`config.mk`:
```
export PLATFORM = sky130hd
export DESIGN_NAME = haze_pass_sequencer_flat
export DESIGN_NICKNAME = d
export VERILOG_FILES = /design/src/rtl/haze_pass_sequencer_pkg.sv /design/src/rtl/haze_pass_sequencer_if.sv /design/src/rtl/haze_pass_sequencer_beat_counter.sv /design/src/rtl/haze_pass_sequencer.sv /design/src/flat_wrapper.sv
export SDC_FILE = /design/constraint.sdc
export NUM_CORES = 1
export LEC_CHECK = 0
export ABC_CLOCK_PERIOD_IN_PS = 5570
export CORE_UTILIZATION = 40
export DETAILED_ROUTE_END_ITERATION = 6
export PLACE_DENSITY = 0.71
export SLEW_MARGIN = 20
export SYNTH_ARGS = -nofsm -noshare
export SYNTH_HDL_FRONTEND = slang
export SYNTH_HIERARCHICAL = 1
export SYNTH_SLANG_ARGS = --single-unit
```
`constraint.sdc`:
```
create_clock -name ACLK -period 5.57 [get_ports ACLK]
set_clock_uncertainty 0.1 [all_clocks]
set_input_delay 1.114 -clock ACLK [delete_from_list [all_inputs] [get_ports ACLK]]
set_output_delay 1.114 -clock ACLK [all_outputs]
set_load 0.005 [all_outputs]
```
`src/rtl/haze_pass_sequencer_pkg.sv`:
```
// Shared types and constants for the two-pass haze frame sequencer.
package haze_pkg;

    // Frame sequencing states.
    typedef enum logic [2:0] {
        ST_IDLE     = 3'd0,
        ST_PASS1    = 3'd1,
        ST_WAIT_ALE = 3'd2,
        ST_ARM      = 3'd3,
        ST_PASS2    = 3'd4,
        ST_DRAIN    = 3'd5,
        ST_DONE     = 3'd6,
        ST_ERR      = 3'd7
    } state_t;

    // Bit positions inside the sticky error vector.
    localparam int ERR_CFG     = 0;
    localparam int ERR_TLAST   = 1;
    localparam int ERR_TIMEOUT = 2;
    localparam int ERR_ABORT   = 3;
    localparam int ERR_W       = 4;

    localparam int DIM_W_DEFAULT = 12;
    localparam int FRAME_CNT_W   = 2 * DIM_W_DEFAULT;

    // A frame geometry is usable when both dimensions are non-zero and the
    // line length is a whole number of 4-pixel groups.
    function automatic logic cfg_is_valid(input logic       width_nonzero,
                                          input logic       height_nonzero,
                                          input logic [1:0] width_low);
        return width_nonzero & height_nonzero & (width_low == 2'b00);
    endfunction

endpackage

```
`src/rtl/haze_pass_sequencer_if.sv`:
```
// Stream bundle: upstream DMA input, core S_AXIS output and core M_AXIS snoop.
interface haze_pass_sequencer_if #(parameter int DATA_W = 32);
    logic [DATA_W-1:0] s_tdata;
    logic              s_tvalid;
    logic              s_tlast;
    logic              s_tready;
    logic [DATA_W-1:0] core_tdata;
    logic              core_tvalid;
    logic              core_tlast;
    logic              core_tready;
    logic              out_tvalid;
    logic              out_tready;

    // Sequencer side.
    modport slave (
        input  s_tdata, s_tvalid, s_tlast, core_tready, out_tvalid, out_tready,
        output s_tready, core_tdata, core_tvalid, core_tlast
    );

    // Environment side (DMA, core and snooped output).
    modport master (
        output s_tdata, s_tvalid, s_tlast, core_tready, out_tvalid, out_tready,
        input  s_tready, core_tdata, core_tvalid, core_tlast
    );
endinterface

```
`src/rtl/haze_pass_sequencer_beat_counter.sv`:
```
// Beat counter with synchronous clear and a compare against a terminal value.
module haze_beat_counter #(
    parameter int W = 24
) (
    input  logic         clk,
    input  logic         rst,
    input  logic         clear,
    input  logic         inc,
    input  logic [W-1:0] term,
    output logic         at_term
);

    logic [W-1:0] count;

    // Count beats; clear wins over a simultaneous increment.
    always_ff @(posedge clk or posedge rst) begin
        if (rst) begin
            count <= {W{1'b0}};
        end else if (clear) begin
            count <= {W{1'b0}};
        end else if (inc) begin
            count <= count + W'(1);
        end else begin
            count <= count;
        end
    end

    assign at_term = (count == term);

endmodule

```
`src/rtl/haze_pass_sequencer.sv`:
```
// Two-pass frame controller in front of the haze removal core: streams the
// frame once for ALE, waits for ale_done, enables the core and replays the
// frame, then counts output beats and reports completion or error on irq.
module haze_pass_sequencer
    import haze_pkg::*;
#(
    parameter int DATA_W        = 32,
    parameter int DIM_W         = DIM_W_DEFAULT,
    parameter int ALE_TIMEOUT   = 1048576,
    parameter int DRAIN_TIMEOUT = 65536,
    parameter int ARM_CYCLES    = 4
) (
    input  logic               ACLK,
    input  logic               ARESET,
    input  logic               start,
    input  logic               abort,
    input  logic [DIM_W-1:0]   cfg_width,
    input  logic [DIM_W-1:0]   cfg_height,
    output logic               dma_req,
    input  logic               ale_done,
    output logic               core_enable,
    output logic               busy,
    output logic               irq,
    output logic [ERR_W-1:0]   err,
    haze_pass_sequencer_if.slave strm
);

    localparam int CNT_W   = 2 * DIM_W;
    localparam int TMAX_AD = (ALE_TIMEOUT > DRAIN_TIMEOUT) ? ALE_TIMEOUT : DRAIN_TIMEOUT;
    localparam int TMAX    = (TMAX_AD > ARM_CYCLES) ? TMAX_AD : ARM_CYCLES;
    localparam int TIMER_W = (TMAX > 1) ? $clog2(TMAX) : 1;

    state_t             state;
    state_t             next_raw;
    state_t             next_state;
    logic [CNT_W-1:0]   frame_n;
    logic [CNT_W-1:0]   frame_last;
    logic [TIMER_W-1:0] timer;
    logic [DATA_W-1:0]  pix;
    logic [ERR_W-1:0]   err_set;
    logic               timer_zero;
    logic               pass_active;
    logic               beat;
    logic               out_beat;
    logic               in_at_last;
    logic               out_at_n;
    logic               cfg_ok;
    logic               accept_start;
    logic               cfg_reject;
    logic               abort_evt;
    logic               enter_pass1;
    logic               enter_pass2;
    logic               enter_wait;
    logic               enter_arm;
    logic               enter_drain;
    logic               out_cnt_en;

    // Zero-latency passthrough, gated to the two streaming passes.
    assign pass_active      = (state == ST_PASS1) || (state == ST_PASS2);
    assign pix              = strm.s_tdata;
    assign strm.core_tdata  = pix;
    assign strm.core_tvalid = strm.s_tvalid & pass_active;
    assign strm.s_tready    = strm.core_tready & pass_active;
    assign strm.core_tlast  = pass_active & in_at_last;

    assign beat       = strm.s_tvalid & strm.core_tready & pass_active;
    assign out_beat   = strm.out_tvalid & strm.out_tready;
    assign frame_last = frame_n - CNT_W'(1);
    assign timer_zero = (timer == {TIMER_W{1'b0}});

    assign cfg_ok       = cfg_is_valid(cfg_width != {DIM_W{1'b0}},
                                       cfg_height != {DIM_W{1'b0}},
                                       cfg_width[1:0]);
    assign accept_start = (state == ST_IDLE) & start & ~abort & cfg_ok;
    assign cfg_reject   = (state == ST_IDLE) & start & ~abort & ~cfg_ok;
    assign abort_evt    = abort & (state != ST_IDLE);

    assign enter_pass1 = accept_start;
    assign enter_pass2 = (state == ST_ARM) && (next_state == ST_PASS2);
    assign enter_wait  = (state != ST_WAIT_ALE) && (next_state == ST_WAIT_ALE);
    assign enter_arm   = (state != ST_ARM) && (next_state == ST_ARM);
    assign enter_drain = (state != ST_DRAIN) && (next_state == ST_DRAIN);
    assign out_cnt_en  = out_beat & ((state == ST_PASS2) || (state == ST_DRAIN)) & ~out_at_n;

    haze_beat_counter #(.W(CNT_W)) u_in_cnt (
        .clk     (ACLK),
        .rst     (ARESET),
        .clear   (enter_pass1 | enter_pass2),
        .inc     (beat),
        .term    (frame_last),
        .at_term (in_at_last)
    );

    haze_beat_counter #(.W(CNT_W)) u_out_cnt (
        .clk     (ACLK),
        .rst     (ARESET),
        .clear   (enter_pass2),
        .inc     (out_cnt_en),
        .term    (frame_n),
        .at_term (out_at_n)
    );

    // State register.
    always_ff @(posedge ACLK or posedge ARESET) begin
        if (ARESET) begin
            state <= ST_IDLE;
        end else begin
            state <= next_state;
        end
    end

    // Next-state decode; abort overrides every other transition.
    always_comb begin
        next_raw = state;
        case (state)
            ST_IDLE: begin
                if (accept_start) next_raw = ST_PASS1;
                else              next_raw = ST_IDLE;
            end
            ST_PASS1: begin
                if (beat && in_at_last) next_raw = ST_WAIT_ALE;
                else                    next_raw = ST_PASS1;
            end
            ST_WAIT_ALE: begin
                if (ale_done)        next_raw = ST_ARM;
                else if (timer_zero) next_raw = ST_ERR;
                else                 next_raw = ST_WAIT_ALE;
            end
            ST_ARM: begin
                if (timer_zero) next_raw = ST_PASS2;
                else            next_raw = ST_ARM;
            end
            ST_PASS2: begin
                if (beat && in_at_last) next_raw = ST_DRAIN;
                else                    next_raw = ST_PASS2;
            end
            ST_DRAIN: begin
                if (out_at_n)                    next_raw = ST_DONE;
                else if (timer_zero && !out_beat) next_raw = ST_ERR;
                else                             next_raw = ST_DRAIN;
            end
            ST_DONE: next_raw = ST_IDLE;
            ST_ERR:  next_raw = ST_IDLE;
            default: next_raw = ST_IDLE;
        endcase
        next_state = abort_evt ? ST_IDLE : next_raw;
    end

    // Error events raised this cycle; merged into the sticky vector below.
    always_comb begin
        err_set              = 4'b0000;
        err_set[ERR_CFG]     = cfg_reject;
        err_set[ERR_TLAST]   = beat & (strm.s_tlast != in_at_last);
        err_set[ERR_TIMEOUT] = (next_state == ST_ERR);
        err_set[ERR_ABORT]   = abort_evt;
    end

    // Shared down-counter: ALE wait, arm hold and drain inactivity timers.
    always_ff @(posedge ACLK or posedge ARESET) begin
        if (ARESET) begin
            timer <= {TIMER_W{1'b0}};
        end else if (enter_wait) begin
            timer <= TIMER_W'(ALE_TIMEOUT - 1);
        end else if (enter_arm) begin
            timer <= TIMER_W'(ARM_CYCLES - 1);
        end else if (enter_drain || ((state == ST_DRAIN) && out_beat)) begin
            timer <= TIMER_W'(DRAIN_TIMEOUT - 1);
        end else if (!timer_zero) begin
            timer <= timer - TIMER_W'(1);
        end else begin
            timer <= timer;
        end
    end

    // Frame size latched when a frame is accepted.
    always_ff @(posedge ACLK or posedge ARESET) begin
        if (ARESET) begin
            frame_n <= {CNT_W{1'b0}};
        end else if (accept_start) begin
            frame_n <= CNT_W'(cfg_width) * CNT_W'(cfg_height);
        end else begin
            frame_n <= frame_n;
        end
    end

    // Registered status outputs, decoded from the upcoming state.
    always_ff @(posedge ACLK or posedge ARESET) begin
        if (ARESET) begin
            dma_req     <= 1'b0;
            busy        <= 1'b0;
            core_enable <= 1'b0;
            irq         <= 1'b0;
            err         <= 4'b0000;
        end else begin
            dma_req     <= enter_pass1 | enter_pass2;
            busy        <= (next_state != ST_IDLE);
            core_enable <= (next_state == ST_ARM) || (next_state == ST_PASS2) ||
                           (next_state == ST_DRAIN);
            irq         <= (next_state == ST_DONE) || (next_state == ST_ERR) ||
                           abort_evt || cfg_reject;
            if (accept_start) begin
                err <= 4'b0000;
            end else begin
                err <= err | err_set;
            end
        end
    end

endmodule
```
`src/flat_wrapper.sv`:
```
// flat-port wrapper written by rule: the top's interface ports become plain ports
module haze_pass_sequencer_flat import haze_pkg::*;
#(
    parameter int DATA_W        = 32,
    parameter int DIM_W         = DIM_W_DEFAULT,
    parameter int ALE_TIMEOUT   = 1048576,
    parameter int DRAIN_TIMEOUT = 65536,
    parameter int ARM_CYCLES    = 4
)
  (ACLK, ARESET, start, abort, cfg_width, cfg_height, dma_req, ale_done, core_enable, busy, irq, err, strm_s_tdata, strm_s_tvalid, strm_s_tlast, strm_core_tready, strm_out_tvalid, strm_out_tready, strm_s_tready, strm_core_tdata, strm_core_tvalid, strm_core_tlast);
  haze_pass_sequencer_if #(.DATA_W(DATA_W)) strm_i ();
  input  logic ACLK;
  input  logic ARESET;
  input  logic start;
  input  logic abort;
  input  logic [DIM_W-1:0] cfg_width;
  input  logic [DIM_W-1:0] cfg_height;
  output logic dma_req;
  input  logic ale_done;
  output logic core_enable;
  output logic busy;
  output logic irq;
  output logic [ERR_W-1:0] err;
  input wire logic [$bits(strm_i.s_tdata)-1:0] strm_s_tdata;
  input wire logic [$bits(strm_i.s_tvalid)-1:0] strm_s_tvalid;
  input wire logic [$bits(strm_i.s_tlast)-1:0] strm_s_tlast;
  input wire logic [$bits(strm_i.core_tready)-1:0] strm_core_tready;
  input wire logic [$bits(strm_i.out_tvalid)-1:0] strm_out_tvalid;
  input wire logic [$bits(strm_i.out_tready)-1:0] strm_out_tready;
  output wire logic [$bits(strm_i.s_tready)-1:0] strm_s_tready;
  output wire logic [$bits(strm_i.core_tdata)-1:0] strm_core_tdata;
  output wire logic [$bits(strm_i.core_tvalid)-1:0] strm_core_tvalid;
  output wire logic [$bits(strm_i.core_tlast)-1:0] strm_core_tlast;
  assign strm_i.s_tdata = strm_s_tdata;
  assign strm_i.s_tvalid = strm_s_tvalid;
  assign strm_i.s_tlast = strm_s_tlast;
  assign strm_i.core_tready = strm_core_tready;
  assign strm_i.out_tvalid = strm_out_tvalid;
  assign strm_i.out_tready = strm_out_tready;
  assign strm_s_tready = strm_i.s_tready;
  assign strm_core_tdata = strm_i.core_tdata;
  assign strm_core_tvalid = strm_i.core_tvalid;
  assign strm_core_tlast = strm_i.core_tlast;
  haze_pass_sequencer #(.DATA_W(DATA_W), .DIM_W(DIM_W), .ALE_TIMEOUT(ALE_TIMEOUT), .DRAIN_TIMEOUT(DRAIN_TIMEOUT), .ARM_CYCLES(ARM_CYCLES)) u_core (.ACLK(ACLK), .ARESET(ARESET), .start(start), .abort(abort), .cfg_width(cfg_width), .cfg_height(cfg_height), .dma_req(dma_req), .ale_done(ale_done), .core_enable(core_enable), .busy(busy), .irq(irq), .err(err), .strm(strm_i));
endmodule
```
==> flow_summary.toml <==
[run_status]
result_of_the_run = "completed"

[global_route]
first_global_vias = 8787
grt_pass1_wl_mm = 41.68
track_usage_pct = 17.95
gr-total-overflow = 0
grt_max_degree = 56
number_of_antenna_violations_at_the_first_check_in_global_routing = 0

[timing]
timing.slew.headroom_pct = 36.37
tightestPinTransition_ps = 953.4
number_of_failing_hold_endpoints_at_the_final_stage = 0
worst_hold_slack_ps = 391.6
number_of_slew_limit_violations_in_the_final_report = 0
final.min_clock_period_ps = 5450
grt_setup_unrepaired = "yes"
max_freq_ghz = 0.1835
finalSetupViolations = 0
setup_ws_ps = 120.4
period_share_pct = 97.84
finalSetupTns_ps = 0

[setup_path]
critical_path_peak_fanout = 5
cp_slowest_stage_delay_ps = 560
max_stage_delay_cell_worst_path = "fa_1"
critical_path.top_delay_family = "adder cells"
worst-endpoint-required_ps = 5700
setup.worst_path.start_class = "input port"
worst_path_most_repeated_cell = "fa_1"
endpoint_kind = "register"
critical_path_arrival_ps = 5580
critical_path.cell_chain = "buf_6 > and2_4 > fa_1 > inv_2 > fa_1 > inv_2 > fa_2 > fa_1 > inv_1 > fa_1 > inv_2 > ha_4 > and3_4 > o21ai_4 > a211oi_2 > nor2_2 > a311oi_2 > a31oi_1 > xor2_1 > o21ai_1"
crit_type = "in2reg"
critPathBufInv = 5

[pwr]
leakage_power_summed_over_all_cells_uw = 0.006093
vdd.ir_drop.worst_mv = 0.3786
power_frac_seq_pct = 19.8
cellPowerDensity_nw_per_um2 = 440.9
sw_frac_of_total_pct = 42.33
clockPowerShare_pct = 12.3
power.combinational.fraction_pct = 67.9
power_switching_uw = 2363
p_int_uw = 3219

[flow_run]
max_cap_viol_count = 0

[floorplanning]
num_rows = 60
die_height_um = 166.9
floorplan.core_area_um2 = 26800
floorplan.initialDensity_pct = 40.60
die_area_um2 = 27870
io_count = 109
die_w_um = 166.9

[routing]
initialDrtViolationCount = 465
ant_nets = 0
routedWlPerCell_um = 14.61
vias_per_cell = 5.180
detail_route.drc_violations = 0
totalWireLength_mm = 24.49
via_count = 8681
drt-pass1-iter-count = 5

[synthesis]
synth_sequential_area_ratio_pct = 23.69
post_synth.cell_area_avg_um2 = 8.705
synth_enable_flop_cells = 0
syn-cell-area_um2 = 10880
netlist_instances = 1250
mappedNetlistNets = 1483
ys_ff_latch = 103
yosysWarningCount = 6
synthDistinctLibCells = 59
share_of_async_settable_or_async_resettable_flops_after_synthesis_pct = 100.0
synthFlopType = "dfrtp_1"

[placed_design]
placement.setup.worst_slack_ps = -849.9
dp_hpwl_mm = 19.20
io_buffer_count = 44
placer_congestion_estimate = 0.9182

[clocking]
cts_hold_buffers = 0
clock-root-buffer = "clkbuf_16"
cts_tree = "built"
clk_latency_ps = 350
cts.reportedPaths.clkPinSlew_ps = 70
numCtsBuffers = 9
number_of_buffers_on_the_longest_clock_path = 2
count_of_h_tree_levels_built_during_cts = 3
clock_sinks = 103

[cells_and_area]
syn_to_final_growth_pct = 16.35
mostFrequentLayoutCells = "inv_1 (150), nand2_1 (148), buf_4 (103), dfrtp_1 (103), fa_1 (92)"
commonest_non_fill_non_tap_cell_in_the_layout = "inv_1"
post-route-util_pct = 47.24
antenna_cells = 0
drive_above_1_share_pct = 16.63
final.fill_count = 2461
final_net_count = 1563

[worst_hold_path]
hold_crit_path_type = "reg2reg"
[stage by stage]
step | instance area (um^2) | instances | total power, uW
floorplan | 10990 | 1250 | 3417
global placement | 12130 | 1655 | 4450
detailed placement | 12130 | 1655 | 4548
CTS | 12550 | 1673 | 5443
global route | 12660 | 1676 | 6107
finish | 12660 | 1676 | 5582
[synth_stat cells (all sizes together) (3+ instances only)]
cell type / count / share of area, %
o21ai: 55 / 2.5
nand2: 150 / 5.2
nand3: 32 / 1.5
a21oi: 45 / 2.1
xor2: 73 / 5.9
and3: 9 / 0.54
or4: 22 / 1.6
o31ai: 15 / 1.0
clkbuf: 40 / 1.4
and4: 4 / 0.32
nor3: 25 / 1.1
or3: 24 / 1.5
buf: 41 / 2.7
nand4: 18 / 1.0
nor2b: 5 / 0.29
mux2i: 3 / 0.28
nor2: 69 / 2.4
xnor2: 55 / 4.4
a211oi: 3 / 0.21
or2: 9 / 0.52
nand2b: 8 / 0.46
o21a: 3 / 0.21
dfrtp: 103 / 24
ha: 67 / 7.7
fa: 100 / 18
and2: 60 / 3.4
nor4: 22 / 1.4
a21o: 9 / 0.62
a31oi: 3 / 0.23
inv: 156 / 5.4
[layer usage]
metal | track usage [%] | vias up | routed length [um]
met1 | 23.90 | 4242 | 11380
met2 | 30.69 | 191 | 11790
met3 | 1.473 | 42 | 740
li1 | - | 4206 | -
met4 | 6.079 | 0 | 584
met5 | 0 | - | 0
[power groups by stage]
stage	Clock, uW	Combinational, uW	Sequential (uW)
final	686	3790	1110
after global routing	726	4250	1130
after CTS	698	3650	1100
after detailed placement	0	3440	1110
after global placement	0	3350	1100
after floorplan	0	2360	1060
[final timing paths]
| check | cells after the start | slack (ps) | start | to |
|---|---|---|---|---|
| worst max register to register | 20 | 560 | u_core/frame_n[5]$_DFFE_PP0P_ | u_core/timer[4]$_DFFE_PP0P_ |
| worst min-delay path | 1 | 390 | u_core/err[3]$_DFF_PP0_ | u_core/err[3]$_DFF_PP0_ |
| max in group asynchronous | 2 | 3500 | ARESET | u_core/u_out_cnt/count[9]$_DFFE_PP0P_ |
| min in group asynchronous | 2 | 1260 | ARESET | u_core/u_in_cnt/count[4]$_DFFE_PP0P_ |
| worst min register to register | 1 | 390 | u_core/err[3]$_DFF_PP0_ | u_core/err[3]$_DFF_PP0_ |
| worst max-delay path | 20 | 120 | cfg_width[5] | u_core/frame_n[22]$_DFFE_PP0P_ |
[repair_timing]
action,in CTS,in global routing
pin swaps,11,21
endpoints found under the setup margin,13,25
setup buffers,1,3
resized for setup,78,89
gates cloned,1,0
[layout make-up]
class | instances | area, um^2 | share of cell area (%)
Clock buffer | 10 | 229.0 | 1.808
Clock inverter | 6 | 91.34 | 0.7214
Inverter | 156 | 585.6 | 4.625
Multi-Input combinational cell | 910 | 7548 | 59.62
Sequential cell | 103 | 2577 | 20.36
Tap cell | 341 | 426.7 | 3.370
Timing Repair Buffer | 150 | 1202 | 9.497
[sequential cells by signal, indices dropped and copies added (netlist names), named ones only]
register,cells
u_core/state,3
u_core/busy,1
u_core/irq,1
u_core/u_in_cnt/count,24
u_core/err,3
u_core/u_out_cnt/count,24
u_core/frame_n,24
u_core/core_enable,1
u_core/dma_req,1
u_core/timer,20
[kinds of logic after synthesis]
kind of cell	Yosys count	share of synthesized area, %
simple gates	465	21.95
buf+inv	237	9.509
fa+ha+maj	167	26.10
compound gates	145	7.968
xor+xnor	128	10.30
flops	103	23.69
mux	5	0.4829
(Power assumes the default switching activity.)
